**src/rtl/kronos_lsu_split.sv**
```systemverilog
// kronos_lsu_split: load/store unit front end that turns one decoded
// memory request into one or two word-aligned bus transactions.
//
// A request whose bytes straddle a word boundary is either split into two
// transactions (MISALIGNED_EN=1) or rejected with a misaligned pulse
// (MISALIGNED_EN=0). Load bytes from both transactions are merged in a
// 64-bit buffer, shifted down by the byte offset and sign/zero extended.
// An optional timeout (TIMEOUT>0) aborts a transaction whose ack never comes.
//
// Handshakes:
//   decode side: a request is taken on a cycle where decode_vld, decode_rdy
//     and (decode_load | decode_store) are all high; decode_rdy is high only
//     in IDLE.
//   bus side: data_req is held with address, mask and data stable until
//     data_ack is sampled high on a rising clk edge; data_ack while data_req
//     is low is ignored.
//
// Ports:
//   clk, rstz                    clock, asynchronous active-low reset
//   decode_addr/wdata/size/...   decoded request and its valid/ready
//   load_data, regwr_lsu         extended load result and its 1-cycle strobe
//   lsu_done, misaligned, bus_err completion / reject / timeout pulses
//   data_*                       word-aligned memory bus
//   state_dbg                    current FSM state (IDLE=0 REQ0=1 REQ1=2 DONE=3)
module kronos_lsu_split #(
    parameter int MISALIGNED_EN = 1,
    parameter int TIMEOUT       = 0
) (
    input  logic        clk,
    input  logic        rstz,
    input  logic [31:0] decode_addr,
    input  logic [31:0] decode_wdata,
    input  logic [1:0]  decode_size,
    input  logic        decode_unsigned,
    input  logic        decode_load,
    input  logic        decode_store,
    input  logic        decode_vld,
    output logic        decode_rdy,
    output logic [31:0] load_data,
    output logic        regwr_lsu,
    output logic        lsu_done,
    output logic        misaligned,
    output logic        bus_err,
    output logic [31:0] data_addr,
    output logic [31:0] data_wr_data,
    output logic [3:0]  data_mask,
    output logic        data_wr_en,
    output logic        data_req,
    input  logic [31:0] data_rd_data,
    input  logic        data_ack,
    output logic [1:0]  state_dbg
);

    localparam logic [1:0] IDLE = 2'd0;
    localparam logic [1:0] REQ0 = 2'd1;
    localparam logic [1:0] REQ1 = 2'd2;
    localparam logic [1:0] DONE = 2'd3;

    logic [1:0]  state;
    logic        started;   // low until the first clock after reset release
    logic [31:0] addr_q;
    logic [31:0] wdata_q;
    logic [1:0]  size_q;
    logic        uns_q;
    logic        load_q;
    logic        store_q;
    logic        split_q;
    logic        err_q;
    logic        req_q;
    logic        mis_q;
    logic [63:0] buf_q;
    logic [31:0] ld_hold;
    logic [31:0] tmo_cnt;

    // Request classification on the decode inputs
    logic [2:0] bytes_in;
    logic       misal_in;
    logic       accept;

    always_comb begin
        case (decode_size)
            2'd0:    bytes_in = 3'd1;
            2'd1:    bytes_in = 3'd2;
            default: bytes_in = 3'd4;
        endcase
    end

    assign misal_in   = ({1'b0, decode_addr[1:0]} + bytes_in) > 3'd4;
    assign decode_rdy = (state == IDLE) && started;
    assign accept     = decode_rdy && decode_vld && (decode_load || decode_store);

    // Byte lanes and write data spread over a two-word window; REQ0 uses the
    // low word, REQ1 the high word.
    logic [3:0]  bytemask;
    logic [7:0]  mask8;
    logic [63:0] wide_wdata;
    logic [4:0]  bit_off;

    always_comb begin
        case (size_q)
            2'd0:    bytemask = 4'h1;
            2'd1:    bytemask = 4'h3;
            default: bytemask = 4'hF;
        endcase
    end

    assign bit_off    = {addr_q[1:0], 3'b000};
    assign mask8      = {4'h0, bytemask} << addr_q[1:0];
    assign wide_wdata = {32'h0, wdata_q} << bit_off;

    logic [31:0] word_addr;
    logic        in_req;

    assign word_addr    = {addr_q[31:2], 2'b00};
    assign in_req       = (state == REQ0) || (state == REQ1);
    assign data_req     = req_q;
    assign data_wr_en   = in_req && store_q;
    assign data_addr    = (state == REQ0) ? word_addr :
                          (state == REQ1) ? word_addr + 32'd4 : 32'h0;
    assign data_mask    = (state == REQ0) ? mask8[3:0] :
                          (state == REQ1) ? mask8[7:4] : 4'h0;
    assign data_wr_data = (state == REQ0) ? wide_wdata[31:0] :
                          (state == REQ1) ? wide_wdata[63:32] : 32'h0;

    // An ack only counts while a request is actually on the bus
    logic ack_ok;
    logic tmo_hit;

    assign ack_ok  = req_q && data_ack;
    assign tmo_hit = (TIMEOUT > 0) && req_q && !data_ack &&
                     (tmo_cnt == 32'(TIMEOUT - 1));

    // Load result: shift merged buffer down to the addressed byte, extend
    logic [63:0] shifted;
    logic [31:0] ld_word;
    logic [31:0] ld_result;

    assign shifted = buf_q >> bit_off;
    assign ld_word = shifted[31:0];

    always_comb begin
        case (size_q)
            2'd0:    ld_result = uns_q ? {24'h0, ld_word[7:0]}
                                       : {{24{ld_word[7]}}, ld_word[7:0]};
            2'd1:    ld_result = uns_q ? {16'h0, ld_word[15:0]}
                                       : {{16{ld_word[15]}}, ld_word[15:0]};
            default: ld_result = ld_word;
        endcase
    end

    assign lsu_done   = (state == DONE);
    assign regwr_lsu  = (state == DONE) && load_q && !err_q;
    assign bus_err    = (state == DONE) && err_q;
    assign misaligned = mis_q;
    assign load_data  = regwr_lsu ? ld_result : ld_hold;
    assign state_dbg  = state;

    always_ff @(posedge clk or negedge rstz) begin
        if (!rstz) begin
            state   <= IDLE;
            started <= 1'b0;
            addr_q  <= 32'h0;
            wdata_q <= 32'h0;
            size_q  <= 2'd0;
            uns_q   <= 1'b0;
            load_q  <= 1'b0;
            store_q <= 1'b0;
            split_q <= 1'b0;
            err_q   <= 1'b0;
            req_q   <= 1'b0;
            mis_q   <= 1'b0;
            buf_q   <= 64'h0;
            ld_hold <= 32'h0;
            tmo_cnt <= 32'h0;
        end else begin
            started <= 1'b1;
            mis_q   <= accept && misal_in && (MISALIGNED_EN == 0);
            if (req_q && !data_ack) begin
                tmo_cnt <= tmo_cnt + 32'd1;
            end
            case (state)
                IDLE: begin
                    if (accept) begin
                        addr_q  <= decode_addr;
                        wdata_q <= decode_wdata;
                        size_q  <= decode_size;
                        uns_q   <= decode_unsigned;
                        load_q  <= decode_load;
                        store_q <= decode_store;
                        err_q   <= 1'b0;
                        split_q <= misal_in;
                        if (!(misal_in && (MISALIGNED_EN == 0))) begin
                            state   <= REQ0;
                            req_q   <= 1'b1;
                            tmo_cnt <= 32'h0;
                        end
                    end
                end
                REQ0: begin
                    if (ack_ok) begin
                        buf_q[31:0] <= data_rd_data;
                        req_q       <= 1'b0;
                        state       <= split_q ? REQ1 : DONE;
                    end else if (tmo_hit) begin
                        req_q <= 1'b0;
                        err_q <= 1'b1;
                        state <= DONE;
                    end
                end
                REQ1: begin
                    // First REQ1 cycle keeps data_req low to separate the two
                    // transactions, then the second request goes out.
                    if (!req_q) begin
                        req_q   <= 1'b1;
                        tmo_cnt <= 32'h0;
                    end else if (ack_ok) begin
                        buf_q[63:32] <= data_rd_data;
                        req_q        <= 1'b0;
                        state        <= DONE;
                    end else if (tmo_hit) begin
                        req_q <= 1'b0;
                        err_q <= 1'b1;
                        state <= DONE;
                    end
                end
                default: begin
                    if (load_q && !err_q) begin
                        ld_hold <= ld_result;
                    end
                    state <= IDLE;
                end
            endcase
        end
    end

endmodule

```
**config.mk**
```make
export PLATFORM = sky130hd
export DESIGN_NAME = kronos_lsu_split
export DESIGN_NICKNAME = d
export VERILOG_FILES = /design/src/rtl/kronos_lsu_split.sv
export SDC_FILE = /design/constraint.sdc
export NUM_CORES = 1
export LEC_CHECK = 0
export ABC_CLOCK_PERIOD_IN_PS = 2300
export BUFFER_PORTS_ARGS = -buffer_cell sky130_fd_sc_hd__buf_2
export CORE_MARGIN = 4
export CORE_UTILIZATION = 45
export DETAILED_ROUTE_END_ITERATION = 8
export PLACE_DENSITY_LB_ADDON = 0.2
export SLEW_MARGIN = 10
export SYNTH_ARGS = -nofsm -noshare
export SYNTH_HDL_FRONTEND = slang
export SYNTH_SLANG_ARGS = --single-unit
```
**constraint.sdc**
```tcl
create_clock -name clk -period 2.3 [get_ports clk]
set_clock_uncertainty 0.2 [all_clocks]
set_input_delay 0.115 -clock clk [delete_from_list [all_inputs] [get_ports clk]]
set_output_delay 0.115 -clock clk [all_outputs]
set_load 0.01 [all_outputs]
```
==> impl_metrics.json, run 1 <==
{
  "status": "finished, violations left",
  "violations": "negative setup slack",
  "p_leak_nw": 6.23,
  "routed_wl_mm": 28.8,
  "grt_antenna_before_repair": 1,
  "hp-class": "in -> reg",
  "seq_area_frac_synth_pct": 46.1,
  "vias": 8102,
  "dominantRegCellSynth": "dfrtp_1",
  "synth_cell_type_count": 49,
  "clockBufferDepth": 2,
  "h-tree-depth": 4,
  "ant_nets": 0,
  "endpoint_kind": "output port",
  "grt_max_degree": 59,
  "layout.nets": 1314,
  "root_buffer": "clkbuf_16",
  "crit_arrival_ns": 2.28,
  "cts_tree": "done",
  "drcViolationCount": 0,
  "syn-instance-count": 809,
  "cts.clk_slew.worst_paths_ns": 0.06,
  "peakVddDrop_uv": 710,
  "p_per_area_nw_per_um2": 1430,
  "worstSetupPathType": "reg -> out",
  "grt_first_pass_wirelength_mm": 43.0,
  "hpwl_mm": 18.1,
  "cp.required_ns": 1.99,
  "io_pins": 214,
  "core_um2": 19000,
  "die-area_um2": 21800,
  "hold_viol": 0,
  "drive_above_1_share_pct": 52.8,
  "cts_made_buffers": 17,
  "fmax_mhz": 386,
  "synth_edf_count": 0,
  "layout_setup_ws_ns": -0.290,
  "drv_slew": 0,
  "synthArstFlopShare_pct": 100,
  "layoutNonFillerInstCount": 1476,
  "avgRoutedWirePerCell_um": 19.5,
  "drtIter0Drc": 497,
  "fill_cells": 1337,
  "place.gp.congestion": 0.835,
  "overflow": 0,
  "area_growth_syn_to_layout_pct": 56.0,
  "syn_area_per_cell_um2": 10.9,
  "yosysWarnings": 0,
  "track_usage_pct": 24.7,
  "timing.final.crit_share_pct": 113,
  "drv_cap": 0,
  "die_h_um": 148,
  "finalSetupViolations": 75,
  "placement.io_buffers": 209,
  "critical_path_peak_fanout": 13,
  "rsz0062_at_grt": "true",
  "drt_pass1_iterations": 5,
  "start_util_pct": 46.3,
  "clock_latency_ns": 0.44,
  "avgViaCountPerCell": 5.49,
  "dieWidth_um": 148,
  "total_power_mw": 19.5,
  "dp_cells": 1280,
  "start_kind": "flip-flop",
  "grt_pass1_vias": 8179,
  "period_minus_slack_ns": 2.59,
  "clock_sinks": 162,
  "ys_ff_latch": 162,
  "syn_area_um2": 8790,
  "rows": 50
}
kinds of logic (layout without fill, tap and decap cells):
logic type	Yosys count	count (layout)	share of synthesized area [%]
AOI/OAI and AO/OA	154	154	11.5
xor gates and xnor gates	12	12	1.20
adders and majority gates	7	7	1.08
buffers and inverters	72	475	3.72
DFF	162	162	46.1
muxes	197	197	25.0
other	2	6	0.0855
and+or+nand+nor	203	203	11.2
worst max-delay path, cell delays in order (launching register included):
cell,delay (ns)
dfrtp_1,0.41
ha_4,0.18
and3b_1,0.20
nand4_1,0.11
buf_6,0.17
or4_4,0.51
a21oi_2,0.13
buf_2,0.14
power by group:
| part | internal, mW | switching [mW] | total (mW) |
|---|---|---|---|
| combinational | 5.87 | 5.35 | 11.2 |
| sequential | 4.26 | 1.34 | 5.60 |
| clock | 1.44 | 1.28 | 2.72 |
state kept, by name, summed over array words and instances (netlist names):
| register | cells |
|---|---|
| ld_hold | 32 |
| buf_q | 56 |
| uns_q | 1 |
| wdata_q | 32 |
| load_q | 1 |
| size_q | 2 |
| store_q | 1 |
| started | 1 |
| data_req | 1 |
| split_q | 1 |
| state_dbg | 2 |
| addr_q | 32 |
cell usage in the layout (no fill, tap or decap), types with 5 or more instances in the layout:
cell / instances
dfrtp_1: 158
and3_1: 14
o211ai_1: 7
clkbuf_16: 21
conb_1: 5
a21oi_4: 6
buf_6: 45
o22ai_2: 7
mux2i_4: 13
o21ai_0: 29
buf_4: 69
nor2_1: 35
a221o_2: 10
buf_2: 189
nand4_1: 8
a21oi_1: 19
o31ai_1: 10
a21oi_2: 19
dlygate4sd3_1: 105
xor2_1: 8
or4_4: 8
inv_1: 7
a221o_1: 8
nand2_2: 11
a22o_1: 10
mux2_2: 133
nand3_1: 9
mux2i_1: 36
nand2_1: 62
o21ai_2: 15
mux2_4: 7
nand2b_1: 9
nor2_4: 7
buf_12: 13
cells in the mapped netlist, types with 6 or more instances:
library cell    n  area, um2
a21oi_1        44        220
a221o_1         8       80.1
a221o_2        10        113
a22o_1         10       87.6
and3_1         15       93.8
buf_2          21        105
buf_4           6       45.0
clkbuf_1       29        109
dfrtp_1       162       4050
ha_1            6       75.1
inv_1           9       33.8
mux2_2        140       1580
mux2i_1        53        531
nand2_1        76        285
nand2b_1       11       68.8
nand3_1        11       55.1
nand4_1         8       50.1
nor2_1         45        169
nor2b_1         6       37.5
o211ai_1        7       52.6
o21ai_0        47        235
o22ai_1         9       56.3
o31ai_1        11       82.6
or4_1          11       82.6
xor2_1          8       70.1
metrics by stage:
stage / TNS, ns / util, % / hold WS (ns) / setup WS [ns] / instance area (um2)
floorplan: 0 / - / -0.381 / 0.0680 / 8800
global route: -15.74 / 72.3 / 0.0630 / -0.373 / 13700
CTS: -11.83 / 68.4 / 0.0324 / -0.302 / 13000
finish: -10.31 / 72.3 / 0.0444 / -0.290 / 13700
global placement: 0 / 55.4 / -0.110 / 0.0780 / 10500
detailed placement: 0 / 55.4 / -0.109 / 0.0231 / 10500
per-layer routing:
metal / up-vias / routed length, um / GRT usage (%)
met5: - / 0 / 0
met3: 62 / 1810 / 5.27
met4: 0 / 862 / 9.32
li1: 3731 / - / -
met2: 327 / 13700 / 39.3
met1: 3982 / 12500 / 33.3
worst paths after layout:
path,startpoint,end,depth (start not counted),slack (ns)
worst max register to register,addr_q[1]$_DFFE_PN0P_,ld_hold[9]$_DFFE_PN0P_,7,0.13
worst min-delay path,decode_vld,state_dbg[1]$_DFFE_PN0P_,4,0.04
max in group asynchronous,rstz,ld_hold[29]$_DFFE_PN0P_,4,0.41
worst max-delay path,state_dbg[0]$_DFFE_PN0P_,data_addr[31],7,-0.29
worst min register to register,ld_hold[2]$_DFFE_PN0P_,ld_hold[2]$_DFFE_PN0P_,2,0.28
min in group asynchronous,rstz,ld_hold[19]$_DFFE_PN0P_,3,0.51
final cells by class:
type	instances	area, um2	share of cell area (%)
Sequential cell	162	4060	29.6
Tap cell	260	325	2.37
Clock inverter	14	116	0.849
Inverter	10	40.0	0.292
Antenna cell	1	2.50	0.0183
Timing Repair Buffer	433	3550	25.9
Multi-Input combinational cell	578	5170	37.7
Clock buffer	18	439	3.20
what timing repair did:
action / in CTS / in global routing
pin swaps: 36 / 45
setup buffers: 27 / 27
cloned: 5 / 4
resized for setup: 158 / 111
hold buffers: 105 / 0
endpoints found under the setup margin: 90 / 92
hold endpoints to repair: 290 / 0
(Power assumes the default switching activity.)
==> inputs of run 2 (changes only) <==
--- a/config.mk
+++ b/config.mk
@@ -8,9 +8,9 @@
 export ABC_CLOCK_PERIOD_IN_PS = 2300
 export BUFFER_PORTS_ARGS = -buffer_cell sky130_fd_sc_hd__buf_2
 export CORE_MARGIN = 4
-export CORE_UTILIZATION = 45
+export CORE_UTILIZATION = 40
+export CTS_BUF_LIST = sky130_fd_sc_hd__clkbuf_2 sky130_fd_sc_hd__clkbuf_4 sky130_fd_sc_hd__clkbuf_8
 export DETAILED_ROUTE_END_ITERATION = 8
-export PLACE_DENSITY_LB_ADDON = 0.2
 export SLEW_MARGIN = 10
 export SYNTH_ARGS = -nofsm -noshare
 export SYNTH_HDL_FRONTEND = slang
==> run 2 against run 1 <==
The flow finishes with violations (negative hold slack, negative setup slack); sequential share of layout area grew 0.21 points; via count shrank 2.0%; cell area shrank 0.72%; first-iteration DRC count shrank 21%; setup slack lost 0.068 ns; worst hold slack lost 0.046 ns; final cell count grew 0.20%; power shrank 3.2%; largest power group unchanged.
==> impl_metrics.json, run 2 (synthesis results as in run 1) <==
{
  "fmax_mhz": 376,
  "overflow": 0,
  "ant_nets": 0,
  "die-area_um2": 24400,
  "timing.final.crit_share_pct": 116,
  "avgViaCountPerCell": 5.37,
  "dieWidth_um": 156,
  "internal-power_mw": 11.2,
  "top_layer_used": "met4",
  "timing.hold.ws_ns": -0.00122,
  "peakVddDrop_uv": 609,
  "critical_path_peak_fanout": 7,
  "fin_util_pct": 63.9,
  "switching_power_mw": 7.74,
  "start_kind": "flip-flop",
  "endpoint_kind": "output port",
  "total_power_mw": 18.9,
  "cp_slowest_stage_delay_ns": 0.48,
  "largest_reg_flops": 56,
  "cp.required_ns": 1.99,
  "cts.clk_slew.worst_paths_ns": 0.09,
  "violations": "negative hold slack, negative setup slack",
  "cts_tree": "done",
  "hpwl_mm": 17.7,
  "clock_sinks": 162,
  "clock_latency_ns": 0.47,
  "drcViolationCount": 0,
  "drive_above_1_share_pct": 53.3,
  "pwr-share-clk_pct": 11.2,
  "top_register": "buf_q",
  "root_buffer": "clkbuf_8",
  "layout.nets": 1302,
  "finalSetupViolations": 90,
  "grt_max_degree": 57,
  "rsz0062_at_grt": "true",
  "worst_pin_slew_ns": 0.571,
  "drv_cap": 0,
  "status": "finished, violations left",
  "combPwrFrac_pct": 60.1,
  "reg2reg_setup_slack_ns": 0.11,
  "layout_setup_ws_ns": -0.358,
  "dr_wl_met2_mm": 13.6,
  "period_minus_slack_ns": 2.66,
  "p_leak_nw": 6.11,
  "switching_share_pct": 40.9,
  "tns_ns": -15.29,
  "drt_pass1_iterations": 7,
  "grt_antenna_before_repair": 1,
  "crit_buf_inv": 2,
  "drtIter0Drc": 394,
  "most-common-layout-cells": "buf_2, dfrtp_1, mux2_2",
  "crit_arrival_ns": 2.34,
  "grt_pass1_vias": 7901,
  "wl_met1_mm": 12.5,
  "crit_chain": "ha_4, and3b_1, nand4_1, buf_6, or4b_4, a21oi_2, buf_2",
  "worstSetupPathType": "reg -> out",
  "grt_first_pass_wirelength_mm": 43.2,
  "path_delay_family": "simple AND/OR/NAND/NOR gates",
  "wl_met3_mm": 1.61,
  "h-tree-depth": 4,
  "area_growth_syn_to_layout_pct": 54.8,
  "cts_made_buffers": 17,
  "core_um2": 21300,
  "hp-class": "in -> async",
  "drv_slew": 0,
  "clockBufferDepth": 2,
  "crit_slowest_cell": "or4b_4",
  "routed_wl_mm": 28.3,
  "placement.io_buffers": 209,
  "track_usage_pct": 22.2,
  "vias": 7944,
  "place_ws_ns": 0.0776,
  "place.gp.congestion": 0.835,
  "slew_headroom_pct": 61.9,
  "hold_viol": 1,
  "place_area_um2": 10400,
  "io_pins": 214,
  "r2r-start": "state_dbg[0]$_DFFE_PN0P_",
  "avgRoutedWirePerCell_um": 19.1,
  "design_area_um2": 13600,
  "seqPwrFrac_pct": 28.7,
  "rows": 53,
  "r2r_end": "addr_q[20]$_DFFE_PN0P_",
  "layout_commonest_cell": "buf_2",
  "start_util_pct": 41.3,
  "die_h_um": 156,
  "p_per_area_nw_per_um2": 1390,
  "worstRegToRegCells": 6
}
run 2: cell types whose count changed in the layout (fill, tap and decap cells not counted), sizes merged:
cell,change
clkbuf,+2
buf,-13
dlygate4sd3,-1
inv,-1
clkinvlp,-1
nand2b,+1
bufinv,+1
run 2: area by class of cell:
cell class / instances / area (um2)
Tap cell: 275 / 344
Timing Repair Buffer: 420 / 3610
Multi-Input combinational cell: 579 / 5140
Sequential cell: 162 / 4060
Clock inverter: 13 / 143
Antenna cell: 1 / 2.50
Clock buffer: 19 / 255
Fill cell: 1645 / 7680
Inverter: 10 / 40.0
run 2: worst max-delay path by stage:
| stage | startpoint | end | slack (ns) | cells after the start |
|---|---|---|---|---|
| global route | state_dbg[0]$_DFFE_PN0P_ | data_addr[25] | -0.45 | 8 |
| finish | state_dbg[0]$_DFFE_PN0P_ | data_addr[25] | -0.36 | 7 |
| global placement | state_dbg[1]$_DFFE_PN0P_ | data_addr[22] | 0.08 | 8 |
| floorplan | state_dbg[1]$_DFFE_PN0P_ | data_addr[22] | 0.07 | 7 |
| CTS | state_dbg[0]$_DFFE_PN0P_ | data_addr[23] | -0.34 | 7 |
| detailed placement | state_dbg[0]$_DFFE_PN0P_ | data_addr[22] | 0.08 | 7 |
run 2: power by group through the flow:
stage	registers [mW]	logic, mW	clock network, mW
after floorplan	5.02	5.37	0
after global placement	5.29	7.89	0
after detailed placement	5.34	7.98	0
after CTS	5.30	9.76	2.18
after global routing	5.61	12.2	2.30
final	5.43	11.4	2.13
run 2: layer usage:
layer  GRT usage [%]  vias to the layer above
met2            36.2                      282
li1                -                     3713
met1            31.1                     3901
met3            3.61                       48
met5               0                        -
met4            5.74                        0
run 2: timing repair:
action | CTS | global route
pin swaps | 43 | 53
endpoints found under the hold margin | 291 | 0
cloned | 10 | 5
setup buffers | 21 | 25
setup endpoints to repair | 89 | 95
gates resized for setup | 147 | 137
hold buffers | 104 | 0
run 2: through the flow:
step	hold WS, ns	cells
3_3_place_gp	-0.0728	1289
4_1_cts	0.0130	1454
3_5_place_dp	-0.0644	1289
6_report	-0.00122	1479
5_1_grt	0.0369	1479
2_1_floorplan	-0.381	812
